[config.mk]
export PLATFORM = sky130hd
export DESIGN_NAME = cla_byte_serial_adder_flat
export DESIGN_NICKNAME = d
export VERILOG_FILES = /design/src/rtl/cla_pkg.sv /design/src/rtl/cla_byte_serial_adder_if.sv /design/src/rtl/cla_byte_serial_adder_cla.sv /design/src/rtl/cla_byte_serial_adder.sv /design/src/flat_wrapper.sv
export SDC_FILE = /design/constraint.sdc
export NUM_CORES = 1
export LEC_CHECK = 0
export CAP_MARGIN = 20
export CORE_MARGIN = 1.5
export CORE_UTILIZATION = 45
export DETAILED_ROUTE_END_ITERATION = 12
export PLACE_DENSITY = 0.85
export SYNTH_ARGS = -nofsm -noshare
export SYNTH_HDL_FRONTEND = slang
export SYNTH_SLANG_ARGS = --single-unit
[constraint.sdc]
create_clock -name clk -period 4.53 [get_ports clk]
set_input_delay 0.453 -clock clk [delete_from_list [all_inputs] [get_ports clk]]
set_output_delay 0.453 -clock clk [all_outputs]
set_load 0.005 [all_outputs]
[src/rtl/cla_pkg.sv]
// Shared definitions for the byte-serial carry-lookahead adder.
package cla_pkg;

  localparam int SLICE_W = 8;

  typedef enum logic [1:0] {
    IDLE,
    RUN,
    HOLD
  } state_e;

endpackage

[src/rtl/cla_byte_serial_adder_if.sv]
// Operand/result handshake bundle between a producer and the byte-serial adder.
interface cla_byte_serial_adder_if #(
  parameter int WORDS = 4
);

  localparam int W = cla_pkg::SLICE_W * WORDS;

  logic         in_valid;
  logic         in_ready;
  logic [W-1:0] A_in;
  logic [W-1:0] B_in;
  logic         Cin;
  logic         out_valid;
  logic         out_ready;
  logic [W-1:0] Sum_out;
  logic         Cout_out;
  logic         V_out;

  modport master (
    output in_valid, A_in, B_in, Cin, out_ready,
    input  in_ready, out_valid, Sum_out, Cout_out, V_out
  );

  modport slave (
    input  in_valid, A_in, B_in, Cin, out_ready,
    output in_ready, out_valid, Sum_out, Cout_out, V_out
  );

endinterface

[src/rtl/cla_byte_serial_adder_cla.sv]
// 8-bit carry-lookahead adder slice: generate/propagate terms feed the carry chain.
module cla
  import cla_pkg::*;
(
  input  logic [SLICE_W-1:0] A,
  input  logic [SLICE_W-1:0] B,
  input  logic               Cin,
  output logic [SLICE_W-1:0] Sum,
  output logic               Cout
);

  logic [SLICE_W-1:0] g;
  logic [SLICE_W-1:0] p;
  logic [SLICE_W:0]   c;

  always_comb begin
    g = A & B;
    p = A ^ B;
    c = '0;
    c[0] = Cin;
    for (int i = 0; i < SLICE_W; i++) begin
      c[i+1] = g[i] | (p[i] & c[i]);
    end
    Sum  = p ^ c[SLICE_W-1:0];
    Cout = c[SLICE_W];
  end

endmodule

[src/rtl/cla_byte_serial_adder.sv]
// Wide adder that pushes one byte per cycle through a single 8-bit CLA,
// rippling the carry through a register and presenting a buffered result.
module cla_byte_serial_adder
  import cla_pkg::*;
#(
  parameter int WORDS = 4
) (
  input  logic                     clk,
  input  logic                     rst_n,
  cla_byte_serial_adder_if.slave   bus
);

  localparam int W     = SLICE_W * WORDS;
  localparam int IDX_W = $clog2(WORDS);
  localparam logic [IDX_W-1:0] LAST_IDX = IDX_W'(WORDS - 1);

  state_e             state_q, state_d;
  logic [W-1:0]       a_q, a_d;
  logic [W-1:0]       b_q, b_d;
  logic [W-1:0]       sum_q, sum_d;
  logic               carry_q, carry_d;
  logic [IDX_W-1:0]   idx_q, idx_d;
  logic               out_valid_q, out_valid_d;
  logic               v_q, v_d;

  logic               in_ready;
  logic               accept;
  logic               last_byte;
  logic [SLICE_W-1:0] a_slice;
  logic [SLICE_W-1:0] b_slice;
  logic [SLICE_W-1:0] cla_sum;
  logic               cla_cout;

  cla u_cla (
    .A    (a_slice),
    .B    (b_slice),
    .Cin  (carry_q),
    .Sum  (cla_sum),
    .Cout (cla_cout)
  );

  always_ff @(posedge clk or negedge rst_n) begin
    if (!rst_n) begin
      state_q     <= IDLE;
      a_q         <= '0;
      b_q         <= '0;
      sum_q       <= '0;
      carry_q     <= 1'b0;
      idx_q       <= '0;
      out_valid_q <= 1'b0;
      v_q         <= 1'b0;
    end else begin
      state_q     <= state_d;
      a_q         <= a_d;
      b_q         <= b_d;
      sum_q       <= sum_d;
      carry_q     <= carry_d;
      idx_q       <= idx_d;
      out_valid_q <= out_valid_d;
      v_q         <= v_d;
    end
  end

  always_comb begin
    in_ready  = (state_q == IDLE) || ((state_q == HOLD) && bus.out_ready);
    accept    = bus.in_valid && in_ready;
    last_byte = (idx_q == LAST_IDX);
    a_slice   = a_q[SLICE_W*idx_q +: SLICE_W];
    b_slice   = b_q[SLICE_W*idx_q +: SLICE_W];
  end

  always_comb begin
    state_d = state_q;
    case (state_q)
      IDLE: if (accept) state_d = RUN;
      RUN:  if (last_byte) state_d = HOLD;
      HOLD: begin
        if (accept) begin
          state_d = RUN;
        end else if (bus.out_ready) begin
          state_d = IDLE;
        end
      end
      default: state_d = IDLE;
    endcase
  end

  // A new accept (including the one overlapping HOLD) reloads the operands;
  // otherwise each RUN cycle retires one byte and advances the carry.
  always_comb begin
    a_d         = a_q;
    b_d         = b_q;
    sum_d       = sum_q;
    carry_d     = carry_q;
    idx_d       = idx_q;
    v_d         = v_q;
    if (accept) begin
      a_d     = bus.A_in;
      b_d     = bus.B_in;
      carry_d = bus.Cin;
      idx_d   = '0;
    end else if (state_q == RUN) begin
      sum_d[SLICE_W*idx_q +: SLICE_W] = cla_sum;
      carry_d = cla_cout;
      if (last_byte) begin
        v_d = (a_q[W-1] == b_q[W-1]) && (cla_sum[SLICE_W-1] != a_q[W-1]);
      end else begin
        idx_d = idx_q + IDX_W'(1);
      end
    end
    out_valid_d = (state_d == HOLD);
  end

  always_comb begin
    bus.in_ready  = in_ready;
    bus.out_valid = out_valid_q;
    bus.Sum_out   = sum_q;
    bus.Cout_out  = carry_q;
    bus.V_out     = v_q;
  end

endmodule
[src/flat_wrapper.sv]
// flat-port wrapper written by rule: the top's interface ports become plain ports
module cla_byte_serial_adder_flat import cla_pkg::*;
#(
  parameter int WORDS = 4
)
  (clk, rst_n, bus_in_valid, bus_A_in, bus_B_in, bus_Cin, bus_out_ready, bus_in_ready, bus_out_valid, bus_Sum_out, bus_Cout_out, bus_V_out);
  cla_byte_serial_adder_if #(.WORDS(WORDS)) bus_i ();
  input  logic clk;
  input  logic rst_n;
  input wire logic [$bits(bus_i.in_valid)-1:0] bus_in_valid;
  input wire logic [$bits(bus_i.A_in)-1:0] bus_A_in;
  input wire logic [$bits(bus_i.B_in)-1:0] bus_B_in;
  input wire logic [$bits(bus_i.Cin)-1:0] bus_Cin;
  input wire logic [$bits(bus_i.out_ready)-1:0] bus_out_ready;
  output wire logic [$bits(bus_i.in_ready)-1:0] bus_in_ready;
  output wire logic [$bits(bus_i.out_valid)-1:0] bus_out_valid;
  output wire logic [$bits(bus_i.Sum_out)-1:0] bus_Sum_out;
  output wire logic [$bits(bus_i.Cout_out)-1:0] bus_Cout_out;
  output wire logic [$bits(bus_i.V_out)-1:0] bus_V_out;
  assign bus_i.in_valid = bus_in_valid;
  assign bus_i.A_in = bus_A_in;
  assign bus_i.B_in = bus_B_in;
  assign bus_i.Cin = bus_Cin;
  assign bus_i.out_ready = bus_out_ready;
  assign bus_in_ready = bus_i.in_ready;
  assign bus_out_valid = bus_i.out_valid;
  assign bus_Sum_out = bus_i.Sum_out;
  assign bus_Cout_out = bus_i.Cout_out;
  assign bus_V_out = bus_i.V_out;
  cla_byte_serial_adder #(.WORDS(WORDS)) u_core (.clk(clk), .rst_n(rst_n), .bus(bus_i));
endmodule
Word level (Yosys, flattened, before mapping)
Cells that the tools add are included.
{"block": "op_classes", "addsub": 2, "eq_ne": 7, "shift": 4, "muxes": 11, "bitwise": 20, "n_reduce_logical": 9}
{"op": "32-bit by 6-bit variable part select with 8-bit output", "count": 2}
{"op": "5-bit negator with 34-bit output", "count": 1}
{"op": "8-bit by 34-bit variable shift with 32-bit output, first input constant", "count": 1}
{"op": "8-bit by 34-bit variable part select with 32-bit output", "count": 1}
{"op": "32-bit bitwise mux", "count": 1}
{"op": "8-bit XOR", "count": 2}
{"op": "2-bit 2-to-1 mux", "count": 7}
{"op": "1-bit AND", "count": 8}
{"op": "8-bit AND", "count": 1}
{"op": "1-bit bitwise OR", "count": 8}
{"op": "2-bit == test, second input constant", "count": 3}
{"op": "2-bit one-hot mux with 3 select lines", "count": 1}
{"op": "2-bit AND reduction", "count": 2}
{"op": "1-bit logical AND", "count": 3}
{"op": "3-bit AND reduction", "count": 1}
{"op": "2-bit by 1-bit adder with 2-bit output, second input constant", "count": 1}
{"op": "2-bit by 1-bit == test with 1-bit output, second input constant", "count": 1}
{"op": "2-bit logical NOT", "count": 1}
{"op": "1-bit 2-to-1 mux", "count": 2}
{"op": "2-bit by 1-bit inequality test with 1-bit output, second input constant", "count": 1}
{"op": "2-bit nonzero test", "count": 1}
{"op": "1-bit == test", "count": 1}
{"op": "1-bit logical OR", "count": 1}
{"op": "1-bit inequality test", "count": 1}
{"op": "1-bit NOT", "count": 1}
{"block": "word_totals", "reg_bits": 103, "in_bits": 69, "output_inout_bits": 36}

Logic depth before layout (Yosys ltp)
{"block": "depth", "ltp_word": 20, "mapped_depth": 16}

Cells and area by module
From an unflattened synthesis, not the netlist that was laid out.
{"block": "unflattened", "cells_unflattened": 288, "area_unflattened_um2": 4580.6}
{"mod": "cla_byte_serial_adder", "n_inst": 1, "cells_each": 270, "area_per_inst_um2": 4383.0, "seq_area_each_um2": 2577.5}
{"mod": "cla", "n_inst": 1, "cells_each": 18, "area_per_inst_um2": 197.7, "seq_area_each_um2": 0.0}

Worst setup path after synthesis
No wires, ideal clock.
{"block": "synth_path", "path_kind": "reg-to-reg", "start": "register u_core.idx_q[1]", "end": "register u_core.v_q (netlist: u_core.bus.V_out)", "setup_time_ps": 125, "arrival_ps": 4540, "path_slack_ps": -135, "path_stages_with_launch": 17, "cell_sequence": "dfrtp_1 -> buf_2 -> buf_1 -> mux4_2 -> fa_1 -> inv_1 -> fa_1 -> fa_1 -> fa_1 -> fa_1 -> fa_1 -> fa_1 -> inv_1 -> fa_1 -> nand2b_1 -> o22ai_1 -> mux2_2"}
{"block": "synth_via", "elab_chain_cells": 19, "word_cells_on_any_way": 23, "classes_between": "2 x eq/ne; 2 x shift; 17 x bitwise; 2 x reduce/logical"}
{"item": "start, declared", "line": "cla_byte_serial_adder.sv:22", "source": "logic [IDX_W-1:0] idx_q, idx_d;"}
{"item": "start signal, assigned", "line": "cla_byte_serial_adder.sv:58", "source": "idx_q <= idx_d;"}
{"item": "32-bit by 6-bit variable part select with 8-bit output, on equally long branches", "line": "cla_byte_serial_adder.sv:68, cla_byte_serial_adder.sv:69"}
{"item": "8-bit XOR", "line": "cla_byte_serial_adder_cla.sv:18", "source": "p = A ^ B;"}
{"item": "1-bit AND", "line": "cla_byte_serial_adder_cla.sv:22", "source": "c[i+1] = g[i] | (p[i] & c[i]);"}
{"item": "1-bit bitwise OR", "line": "cla_byte_serial_adder_cla.sv:22"}
{"item": "1-bit AND", "line": "cla_byte_serial_adder_cla.sv:22"}
{"item": "1-bit bitwise OR", "line": "cla_byte_serial_adder_cla.sv:22"}
{"item": "1-bit AND", "line": "cla_byte_serial_adder_cla.sv:22"}
{"item": "1-bit bitwise OR", "line": "cla_byte_serial_adder_cla.sv:22"}
{"item": "[... 3 more ...]"}
{"item": "1-bit bitwise OR", "line": "cla_byte_serial_adder_cla.sv:22"}
{"item": "1-bit AND", "line": "cla_byte_serial_adder_cla.sv:22"}
{"item": "1-bit bitwise OR", "line": "cla_byte_serial_adder_cla.sv:22"}
{"item": "1-bit AND", "line": "cla_byte_serial_adder_cla.sv:22"}
{"item": "1-bit bitwise OR", "line": "cla_byte_serial_adder_cla.sv:22"}
{"item": "8-bit XOR", "line": "cla_byte_serial_adder_cla.sv:24", "source": "Sum = p ^ c[SLICE_W-1:0];"}
{"item": "1-bit inequality test", "line": "cla_byte_serial_adder.sv:106", "source": "v_d = (a_q[W-1] == b_q[W-1]) && (cla_sum[SLICE_W-1] != a_q[W-1]);"}
{"item": "1-bit logical AND", "line": "cla_byte_serial_adder.sv:106"}
{"item": "end signal, assigned", "line": "cla_byte_serial_adder.sv:60", "source": "v_q <= v_d;"}
{"item": "end, declared", "line": "cla_byte_serial_adder.sv:24", "source": "logic v_q, v_d;"}
Parallel ways exist; a longest one is shown, timed or not.
A chain may end at the register's enable or synchronous reset.

Worst setup path in the final report
{"block": "layout_path", "start": "register u_core.idx_q[0]", "end": "register u_core.v_q (netlist: u_core.bus.V_out)"}
Same word-level chain as after synthesis.

==> results.toml <==
[status]
status = "finished clean"

[sta]
drv_slew = 0
setup-violations-final = 0
tns_ns = 0
rsz0062_at_grt = "no"
tightestPinTransition_ns = 0.855
finalCritPeriodShare = 0.961
relSlewSlack = 0.430
max_freq_mhz = 230
finClkSkew_ns = 0.0166
period_needed_ns = 4.35
finalHoldViolCount = 0

[place]
io_buffers = 104
placed_cell_area_sq_um = 5740
hpwl_microns = 7580
gp_congestion = 0.823

[clock_network]
cts_sinks = 103
clk_pin_slew_ns = 0.10
clk_latency_ns = 0.36
h-tree-depth = 3
cts-hold-fix-buffers = 0
cts_tree = "done"
cts_root_buf = "clkbuf_8"
clockBufferDepth = 2
cts_buffers = 9

[worst_setup_path]
reg2reg_from = "u_core.idx_q[0]$_DFFE_PN0P_"
path_class = "flip-flop to flip-flop"
cp.arrival_ns = 4.61
required_ns = 4.79
crit_family = "adder cells"
worstPathBufferInverterCount = 2
cp-start-kind = "flip-flop"
endpoint_kind = "flip-flop"
r2r_cells = 14
max_stage_delay_ns = 0.46
cp.depth = 14
timing.critical_path.from = "u_core.idx_q[0]$_DFFE_PN0P_"
cp_cell_sequence = "mux4_2 -> fa_1 -> inv_1 -> fa_1 -> fa_1 -> fa_1 -> fa_2 -> fa_2 -> fa_1 -> inv_1 -> fa_1 -> nand2b_1 -> o22ai_1 -> mux2_2"
cp_slowest_cell = "dfrtp_2"
cp_max_fo = 5
crit_path_frequent_cell = "fa_1"

[final_layout]
ff_latch_area_sq_um = 2580
syn2layout_area_growth_pct = 31.5
fin_area_sq_um = 5980
multi_input_area_sq_um = 1840
diodes = 0
fin_util = 0.612
nets = 490
fillers = 782
drive_above_1_share = 0.277

[job]
drv_cap = 0

[floorplan]
die_w_microns = 104
core_sq_um = 9770
die_area_sq_um = 10700
io_pins = 105
start_util = 0.465
fp.dieH_microns = 104
rows = 36

[grt]
grt_use_total = 0.196
grt.overflow.total = 0
antenna_found_initial = 0
grt_max_degree = 69
grt_pass1_wl_microns = 16200
grt_pass1_vias = 3188

[drt]
drtIter0Drc = 141
avgViaCountPerCell = 5.36
num_vias = 2922
dr.pass1.iters = 4
drc = 0
final_antenna_net_count = 0
routed_wl_microns = 10100
wl_per_cell_microns = 18.5

[yosys]
synth_warnings = 0
synth-seq-area-share = 0.567
synth_cell_types = 33
synthArstFlopShare = 1.00
synth_top_area_share = 0.567
syn_area_sq_um = 4550
synth-seq-cells = 103
synth.area.top_cells = "dfrtp_1 (57%), mux2_2 (16%), mux4_2 (7.9%), o2bb2ai_1 (5.0%), fa_1 (3.5%)"
synth_fp_nets = 379
synth-edff-count = 0
syn-instance-count = 296
yosysTopAreaCell = "dfrtp_1"
synth_area_per_cell_sq_um = 15.4
synth-main-ff-cell = "dfrtp_1"

[power]
seqPwrFrac = 0.346
pwr-share-clk = 0.140
peakVddDrop_mv = 0.357
pwr-share-comb = 0.514
p_leak_uw = 0.00250
power_density_nw_per_um2 = 765
internal_power_uw = 2910
switching_power_uw = 1660
switching_share = 0.364

[hold_path]
hp-class = "input port to asynchronous set/reset pin"
-- layer usage --
layer  wire length, microns  vias to the layer above  GRT usage
met2                   5340                      108      0.345
met3                    513                       21     0.0378
li1                       -                     1310          -
met5                      0                        -          0
met4                    231                        0     0.0873
met1                   3990                     1483      0.234
-- placed cells by master, fill, tap and decap left out, drive strengths merged, types with 2 or more instances in the layout --
cell type / synthesis / routed
bufinv: 0 / 2
clkbuf: 1 / 9
buf: 12 / 10
a22o: 6 / 6
mux4: 16 / 16
dfrtp: 103 / 103
nor2: 3 / 3
nor2b: 2 / 2
nand2b: 3 / 3
ha: 6 / 6
o21ai: 3 / 3
o2bb2ai: 26 / 26
inv: 18 / 21
mux2: 67 / 67
fa: 8 / 8
nor3b: 2 / 2
clkdlybuf4s50: 0 / 103
nand2: 8 / 8
-- worst register-to-register path, delay by kind of cell (launching register included) --
kind,cells,cell delay (ns)
buf+inv,2,0.14
compound gates,1,0.07
simple gates,1,0.10
flops,1,0.46
mux,2,0.63
fa+ha+maj,8,2.86
-- synth_stat cells, drive strengths merged (2+ instances only) --
library cell and number:
nor2 3, a22o 6, nand2 8, inv 18, nor3b 2, buf 12, nand2b 3, o2bb2ai 26
nor2b 2, mux2 67, mux4 16, dfrtp 103, o21ai 3, fa 8, ha 6
-- state kept, by name (all words and copies together) (netlist names) --
signal,cells
u_core.a_q,32
u_core.b_q,32
u_core.bus.Cout_out,1
u_core.bus.Sum_out,32
u_core.bus.V_out,1
u_core.bus.out_valid,1
u_core.idx_q,2
u_core.state_q,2
-- logic make-up after synthesis --
group / Yosys count / share of synthesized area
XOR/XNOR: 1 / 0.00193
multiplexers: 83 / 0.245
AND/OR/NAND/NOR: 27 / 0.0350
adder cells (fa/ha/maj): 14 / 0.0517
flip-flops: 103 / 0.567
buffers and inverters: 31 / 0.0319
AO/OA/AOI/OAI: 37 / 0.0674
-- power by group through the flow --
stage | clock network, uW | logic, uW | registers [uW]
after global routing | 688 | 2590 | 1630
final | 641 | 2350 | 1580
after global placement | 0 | 2220 | 1580
after detailed placement | 0 | 2320 | 1600
after CTS | 659 | 2340 | 1580
after floorplan | 0 | 1560 | 1510
-- stage by stage --
step	total power, uW	hold slack, ns	setup WS [ns]	std cells
finish	4570	0.0831	0.176	545
global route	4900	0.126	0.0224	545
CTS	4580	0.0964	0.0246	544
detailed placement	3920	0.478	0.0570	528
global placement	3810	0.471	0.158	528
floorplan	3070	0.157	0.0299	296
-- repair_timing --
item | CTS | global route
setup endpoints to repair | 0 | 4
setup buffers | 0 | 1
resized for setup | 0 | 3
-- cell type report --
type                            count  share of cell area
Clock inverter                      7              0.0172
Sequential cell                   103               0.431
Tap cell                          133              0.0278
Clock buffer                        9              0.0207
Timing Repair Buffer              113               0.185
Multi-Input combinational cell    162               0.307
Inverter                           18              0.0113
-- final timing paths --
kind | endpoint | slack, ns
max | u_core.bus.V_out$_DFFE_PN0P_ | 0.18
min | u_core.bus.out_valid$_DFF_PN0_ | 0.08
max reg2reg | u_core.bus.V_out$_DFFE_PN0P_ | 0.18
min reg2reg | u_core.bus.Sum_out[24]$_DFFE_PN0P_ | 0.50
max in group asynchronous | u_core.b_q[29]$_DFFE_PN0P_ | 3.35
min in group clk | u_core.bus.Sum_out[24]$_DFFE_PN0P_ | 0.50
No activity file was read; power rests on OpenSTA's default activity.
